===== src/rtl/sc_dmem_pkg.sv =====
// Shared types and constants for the dual-port data-memory arbiter.
package sc_dmem_pkg;

  localparam int DMEM_AW_DEF = 6;

  typedef enum logic [1:0] {
    IDLE  = 2'd0,
    ISSUE = 2'd1,
    WAIT  = 2'd2
  } state_t;

  // Grant owner encoding, also used for the last-grant register.
  localparam logic OWN_A = 1'b0;
  localparam logic OWN_B = 1'b1;

endpackage


===== src/rtl/sc_rr_arb2.sv =====
// Two-input round-robin picker: on a tie the port not granted last wins.
module sc_rr_arb2
  import sc_dmem_pkg::*;
(
  input  logic [1:0] req,
  input  logic       last,
  output logic [1:0] gnt
);

  // One-hot grant; a lone requester always wins.
  always_comb begin
    gnt = 2'b00;
    if (req[0] && (!req[1] || last == OWN_B)) begin
      gnt[0] = 1'b1;
    end else if (req[1]) begin
      gnt[1] = 1'b1;
    end
  end

endmodule


===== src/rtl/sc_dmem_arbiter.sv =====
// Arbitrates a CPU port (A) and an IO/debug port (B) onto one single-port
// data RAM with one-cycle registered read latency.
//
// state | meaning
// IDLE  | waiting for a request; arbitrate and latch the winner
// ISSUE | one cycle: ack (and err) visible, RAM strobed if in range
// WAIT  | read data returning from RAM; captured at the end of this cycle
module sc_dmem_arbiter
  import sc_dmem_pkg::*;
#(
  parameter int DMEM_AW = DMEM_AW_DEF
) (
  input  logic               clock,
  input  logic               reset,
  input  logic               a_req,
  input  logic               a_we,
  input  logic [31:0]        a_addr,
  input  logic [31:0]        a_wdata,
  output logic               a_ack,
  output logic               a_err,
  output logic               a_rvalid,
  output logic [31:0]        a_rdata,
  input  logic               b_req,
  input  logic               b_we,
  input  logic [31:0]        b_addr,
  input  logic [31:0]        b_wdata,
  output logic               b_ack,
  output logic               b_err,
  output logic               b_rvalid,
  output logic [31:0]        b_rdata,
  output logic               mem_en,
  output logic               mem_we,
  output logic [DMEM_AW-1:0] mem_addr,
  output logic [31:0]        mem_wdata,
  input  logic [31:0]        mem_rdata,
  output logic               busy
);

  state_t               state, state_nxt;
  logic [1:0]           gnt;
  logic                 last, own;
  logic                 r_we, r_oor;
  logic [DMEM_AW-1:0]   r_waddr;
  logic [31:0]          r_wdata;

  logic                 accept, pick;
  logic [31:0]          sel_addr;
  logic                 sel_oor;
  logic                 rsp_fire;
  logic [31:0]          rsp_data;
  logic                 addr_lsb_unused;

  sc_rr_arb2 u_arb (
    .req  ({b_req, a_req}),
    .last (last),
    .gnt  (gnt)
  );

  // Winner selection; the byte-offset bits never reach the RAM.
  always_comb begin
    accept   = (state == IDLE) && (gnt != 2'b00);
    pick     = gnt[1] ? OWN_B : OWN_A;
    sel_addr = gnt[1] ? b_addr : a_addr;
    sel_oor  = |sel_addr[31:DMEM_AW+2];
  end

  assign addr_lsb_unused = ^sel_addr[1:0];

  // Next state, RAM strobes and read-response strobe.
  always_comb begin
    state_nxt = state;
    mem_en    = 1'b0;
    mem_we    = 1'b0;
    rsp_fire  = 1'b0;
    rsp_data  = '0;
    case (state)
      IDLE: begin
        if (accept) state_nxt = ISSUE;
      end
      ISSUE: begin
        mem_en = !r_oor;
        mem_we = !r_oor && r_we;
        // Out-of-range reads still complete, returning zero.
        rsp_fire  = r_oor && !r_we;
        state_nxt = (!r_oor && !r_we) ? WAIT : IDLE;
      end
      WAIT: begin
        rsp_fire  = 1'b1;
        rsp_data  = mem_rdata;
        state_nxt = IDLE;
      end
      default: state_nxt = IDLE;
    endcase
  end

  assign mem_addr  = r_waddr;
  assign mem_wdata = r_wdata;
  assign busy      = (state != IDLE);

  // State register.
  always_ff @(posedge clock) begin
    if (reset) state <= IDLE;
    else       state <= state_nxt;
  end

  // Latch the accepted request and remember who won for round-robin.
  always_ff @(posedge clock) begin
    if (reset) begin
      last    <= OWN_B;
      own     <= OWN_A;
      r_we    <= 1'b0;
      r_oor   <= 1'b0;
      r_waddr <= '0;
      r_wdata <= '0;
    end else if (accept) begin
      last    <= pick;
      own     <= pick;
      r_we    <= gnt[1] ? b_we : a_we;
      r_oor   <= sel_oor;
      r_waddr <= sel_addr[DMEM_AW+1:2];
      r_wdata <= gnt[1] ? b_wdata : a_wdata;
    end
  end

  // Registered ack/err/rvalid pulses and per-port read data.
  always_ff @(posedge clock) begin
    if (reset) begin
      a_ack    <= 1'b0;
      b_ack    <= 1'b0;
      a_err    <= 1'b0;
      b_err    <= 1'b0;
      a_rvalid <= 1'b0;
      b_rvalid <= 1'b0;
      a_rdata  <= '0;
      b_rdata  <= '0;
    end else begin
      a_ack    <= accept && (pick == OWN_A);
      b_ack    <= accept && (pick == OWN_B);
      a_err    <= accept && (pick == OWN_A) && sel_oor;
      b_err    <= accept && (pick == OWN_B) && sel_oor;
      a_rvalid <= rsp_fire && (own == OWN_A);
      b_rvalid <= rsp_fire && (own == OWN_B);
      if (rsp_fire && own == OWN_A) a_rdata <= rsp_data;
      if (rsp_fire && own == OWN_B) b_rdata <= rsp_data;
    end
  end

endmodule


===== config.mk =====
export PLATFORM = sky130hd
export DESIGN_NAME = sc_dmem_arbiter
export DESIGN_NICKNAME = d
export VERILOG_FILES = /design/src/rtl/sc_dmem_pkg.sv /design/src/rtl/sc_rr_arb2.sv /design/src/rtl/sc_dmem_arbiter.sv
export SDC_FILE = /design/constraint.sdc
export NUM_CORES = 1
export LEC_CHECK = 0
export CAP_MARGIN = 15
export CORE_MARGIN = 8
export CORE_UTILIZATION = 29
export DETAILED_ROUTE_END_ITERATION = 16
export DONT_BUFFER_PORTS = 1
export GPL_TIMING_DRIVEN = 0
export SLEW_MARGIN = 40
export SYNTH_ARGS = -nofsm -noshare
export SYNTH_HDL_FRONTEND = slang
export SYNTH_SLANG_ARGS = --single-unit

===== constraint.sdc =====
create_clock -name clock -period 2.7 [get_ports clock]
set_clock_uncertainty 0.1 [all_clocks]
set_input_delay 0.81 -clock clock [delete_from_list [all_inputs] [get_ports clock]]
set_output_delay 0.81 -clock clock [all_outputs]
set_load 0.02 [all_outputs]

# Word level (Yosys, flattened, before mapping)
# Index checks and enable logic that the tools add are counted.
[totals] word_cells=53 register_bits=114
[op_classes] mux=14 eq_ne=3 n_bitwise=2 n_reduce_logical=19
[op_table] operator="32-bit two-way mux" count=3
[op_table] operator="24-bit OR reduction" count=1
[op_table] operator="1-bit logical AND" count=11
[op_table] operator="1-bit two-way mux" count=7
[op_table] operator="2-bit two-way mux" count=2
[op_table] operator="2-bit one-hot mux with 2 select lines" count=1
[op_table] operator="2-bit nonzero test" count=2
[op_table] operator="1-bit zero test" count=3
[op_table] operator="2-bit by 1-bit equality test with 1-bit output, second input constant" count=1
[op_table] operator="2-bit equality test, second input constant" count=1
[op_table] operator="2-bit zero test" count=1
[op_table] operator="2-bit inequality test, second input constant" count=1
[op_table] operator="1-bit NOT" count=2
[op_table] operator="1-bit one-hot mux with 2 select lines" count=1
[op_table] operator="1-bit logical OR" count=1

# Logic depth before layout (Yosys ltp)
[depth] depth_word=8 depth_mapped=8 ltp_nobuf=6

# Hierarchy
# A second synthesis with hierarchy kept.
[unflattened] cells_unflattened=530 hier_area_um2=5056.1
[by_module_without_submodules] mod="sc_dmem_arbiter" area_each_um2=5037.3 instances=1 seq_area_each_um2=2282.2 cells_each=527
[by_module_without_submodules] mod="sc_rr_arb2" area_each_um2=18.8 instances=1 seq_area_each_um2=0.0 cells_each=3

# Worst setup path after synthesis
# OpenSTA, ideal clock, no wires.
[synth_path] path_kind="reg-to-output" start="reg state[1]" end="out mem_we" setup_slack_ns=0.557 n_path_buf=0 arrival_time_ns=1.233 t_required_ns=1.790 path_stages_with_launch=5 path_cell_list="dfxtp_1 inv_1 ha_1 nor2b_1 and2_1"
[synth_between] elab_chain_cells=2
[synth_lines] item="from (decl)" line_no="sc_dmem_arbiter.sv:39" text="state_t state, state_nxt;"
[synth_lines] item="from (signal assigned)" line_no="sc_dmem_arbiter.sv:103" text="else state <= state_nxt;"
[synth_lines] item="2-bit by 1-bit equality test with 1-bit output" line_no="sc_dmem_arbiter.sv:76" text="case (state)"
[synth_lines] item="1-bit two-way mux" line_no="sc_dmem_arbiter.sv:76"
[synth_lines] item="to (decl)" line_no="sc_dmem_arbiter.sv:32" text="output logic mem_we,"
# Every way passes these cells.

# Worst setup path after layout
# Same ends and word-level chain as after synthesis.

==> flow_metrics.env <==
export IMPL_layout_commonest_cell="dfxtp_1"
export IMPL_final_layout_size_suffix_gt1_share_pct=11.2
export IMPL_path_class="reg -> out"
export IMPL_syn_inst=488
export IMPL_worstPathArrival_ps=1610
export IMPL_finalCriticalPeriod_ps=2520
export IMPL_synthMuxAreaShare_pct=0.228
export IMPL_synthToLayoutAreaGrowth_pct=18.4
export IMPL_die_h_um=139
export IMPL_path_buf_inv=1
export IMPL_grt_max_degree=17
export IMPL_synth_top_area_share_pct=52.0
export IMPL_syn_nets=658
export IMPL_first_pass_iters=5
export IMPL_relSlewSlack_pct=53.9
export IMPL_combPwrFrac_pct=8.6
export IMPL_critPathLaunchType="register"
export IMPL_clkPwrFrac_pct=47.6
export IMPL_cp_end_kind="primary output"
export IMPL_crit_path_max_incr_delay_ps=330
export IMPL_power_frac_seq_pct=43.8
export IMPL_wl_per_cell_um=21.7
export IMPL_multiInputGateArea_sq_um=1910
export IMPL_hpwl_um=12100
export IMPL_synthXorXnorAreaFrac_pct=0
export IMPL_drtIter0Drc=367
export IMPL_max_freq_mhz=397
export IMPL_regArea_sq_um=2280
export IMPL_cts_tree="done"
export IMPL_netSwitchingFraction_pct=27.6
export IMPL_core_sq_um=15000
export IMPL_synth_enable_flop_cells=0
export IMPL_synth_top_family_by_area="simple AND/OR/NAND/NOR gates"
export IMPL_finalSetupViolCount=0
export IMPL_htreeDepth=4
export IMPL_synth_compound_area_share_pct=20.9
export IMPL_drc=0
export IMPL_holdCritPathClass="in -> reg"
export IMPL_grt_ovfl_total=0
export IMPL_hold_ws_ps=405
export IMPL_track_usage_pct=15.3
export IMPL_rsz0062_at_grt="no"
export IMPL_synthSimpleGateAreaFrac_pct=21.0
export IMPL_synth_async_reset_ratio_pct=0
export IMPL_path_clk_slew_ps=60
export IMPL_critPathTopFamily="simple AND/OR/NAND/NOR gates"
export IMPL_crit_path_max_fanout=3
export IMPL_final_core_util_pct=34.7
export IMPL_post_synth_top_area_cell="dfxtp_1"
export IMPL_die_area_sq_um=19300
export IMPL_diodes=0
export IMPL_internal_power_mw=3.22
export IMPL_antenna_found_initial=0
export IMPL_syn_cell_area_sq_um=4390
export IMPL_start_util_pct=29.3
export IMPL_worstMarginPinSlew_ps=691
export IMPL_rows=45
export IMPL_ys_seq_area_share_pct=52.0
export IMPL_p_leak_nw=1.76
export IMPL_ys_seq_elements=114
export IMPL_finalMaxSlewViolations=0
export IMPL_crit_slowest_cell="dfxtp_1"
export IMPL_cts_root_buf="clkbuf_16"
export IMPL_fillCellCount=1532
export IMPL_tns_ps=0
export IMPL_io_buffers=0
export IMPL_switching_power_mw=1.23
export IMPL_yosysUniqueCellTypes=39
export IMPL_synth_fa_ha_area_share_pct=1.14
export IMPL_nets=677
export IMPL_ys_flop_type="dfxtp_1"
export IMPL_syn_area_per_cell_sq_um=9.00
export IMPL_grt_pass1_wl_um=23100
export IMPL_crit_required_ps=1790
export IMPL_synthTopCellsByArea="dfxtp_1 52%, a21oi_1 7.5%, nand3_1 7.2%, nand2_1 5.9%, a221o_1 4.1%"
export IMPL_gp_congestion=0.856
export IMPL_peakVddDrop_mv=0.399
export IMPL_die_x_um=139
export IMPL_grt_pass1_vias=3922
export IMPL_clock_path_buffers=2
export IMPL_finalHoldViolCount=0
export IMPL_power_density_nw_per_um2=857
export IMPL_clock_sinks=114
export IMPL_layout_common_cells="114 x dfxtp_1, 69 x nand2_1, 66 x a21oi_1"
export IMPL_path_cells="inv_1 > ha_1 > nor2b_4 > and2_1"
export IMPL_vias_per_cell=5.54
export IMPL_post_cts_buffers=0
export IMPL_yosys_warnings=0
export IMPL_max_cap_violations=0
export IMPL_drt_wl_total_um=15300
export IMPL_route_vias_total=3923
export IMPL_status="finished, final reports clean"
export IMPL_finalCritPeriodShare_pct=93.3
export IMPL_hold_buffers=0
export IMPL_postRouteAntennaNets=0
export IMPL_ios=277
export IMPL_clk_latency_ps=410
export IMPL_numCtsBuffers=17
cells in the mapped netlist (2+ instances only):
cell type	number
inv_1	5
a22oi_1	18
and2_1	11
a221o_1	18
a21o_1	2
nor2_1	7
buf_2	18
dfxtp_1	114
clkbuf_1	20
a222oi_1	3
nor4_1	13
nor2b_1	2
nand3_1	63
ha_1	4
nor3b_1	3
o2bb2ai_1	18
buf_6	2
and2_0	9
a21oi_1	66
nor3_1	4
nand4_1	2
nand2_1	69
final timing paths:
check	start	endpoint	slack, ps	cells after the start
worst max-delay path	state[1]	mem_we	180	4
worst max register to register	state[0]	a_rdata[11]	730	7
worst min-delay path	b_wdata[10]	mem_wdata[10]	410	1
worst min register to register	state[1]	state[1]	440	2
kinds of logic (layout without fill, tap and decap cells):
| group | Yosys count | after routing |
|---|---|---|
| AND/OR/NAND/NOR | 189 | 189 |
| adder cells (fa/ha/maj) | 4 | 4 |
| multiplexers | 1 | 1 |
| buffers and inverters | 46 | 78 |
| AO/OA/AOI/OAI | 134 | 134 |
| flip-flops | 114 | 114 |
repair_timing:
item,in CTS,in global routing
pin swaps,0,0
resized for setup,1,1
setup endpoints to repair,1,1
registers in the layout (all words and copies together), names as in the netlist, 2 cells and up:
name / cells
a_rdata: 32
b_rdata: 32
mem_addr: 6
mem_wdata: 32
state: 2
metal layers:
layer	routed length [um]	track usage (%)
met1	5920	16.5
met2	7350	25.1
met3	1810	8.19
met4	243	5.60
met5	0	0
worst reg2reg max path: cells and delay by family (launching register included):
kind                       cells  cell delay [ps]
DFF                            1              360
buffers and inverters          3              680
and+or+nand+nor                2              270
adders and majority gates      1              320
AOI/OAI and AO/OA              1              160
final cells by class:
| cell class | count | area share [%] |
|---|---|---|
| Clock buffer | 19 | 8.71 |
| Inverter | 5 | 0.361 |
| Multi-Input combinational cell | 328 | 36.7 |
| Buffer | 41 | 3.68 |
| Clock inverter | 13 | 2.14 |
| Sequential cell | 114 | 43.9 |
| Tap cell | 188 | 4.52 |
power groups by stage:
stage / Combinational (mW) / Clock, mW / Sequential (mW)
2_1_floorplan: 0.290 / 0 / 1.96
3_3_place_gp: 0.370 / 0 / 1.99
3_5_place_dp: 0.384 / 0 / 1.99
4_1_cts: 0.386 / 2.16 / 1.95
5_1_grt: 0.428 / 2.25 / 1.96
6_report: 0.385 / 2.12 / 1.95
through the flow:
| stage | instance area, sq um | power, mW | instances | setup slack, ps |
|---|---|---|---|---|
| 4_1_cts | 5190 | 4.50 | 708 | 36.2 |
| 2_1_floorplan | 4390 | 2.25 | 488 | 557 |
| 3_5_place_dp | 4630 | 2.37 | 676 | 315 |
| 6_report | 5200 | 4.46 | 708 | 181 |
| 5_1_grt | 5200 | 4.64 | 708 | 86.3 |
| 3_3_place_gp | 4630 | 2.36 | 676 | 360 |
Power figures use the tool's default switching activity.
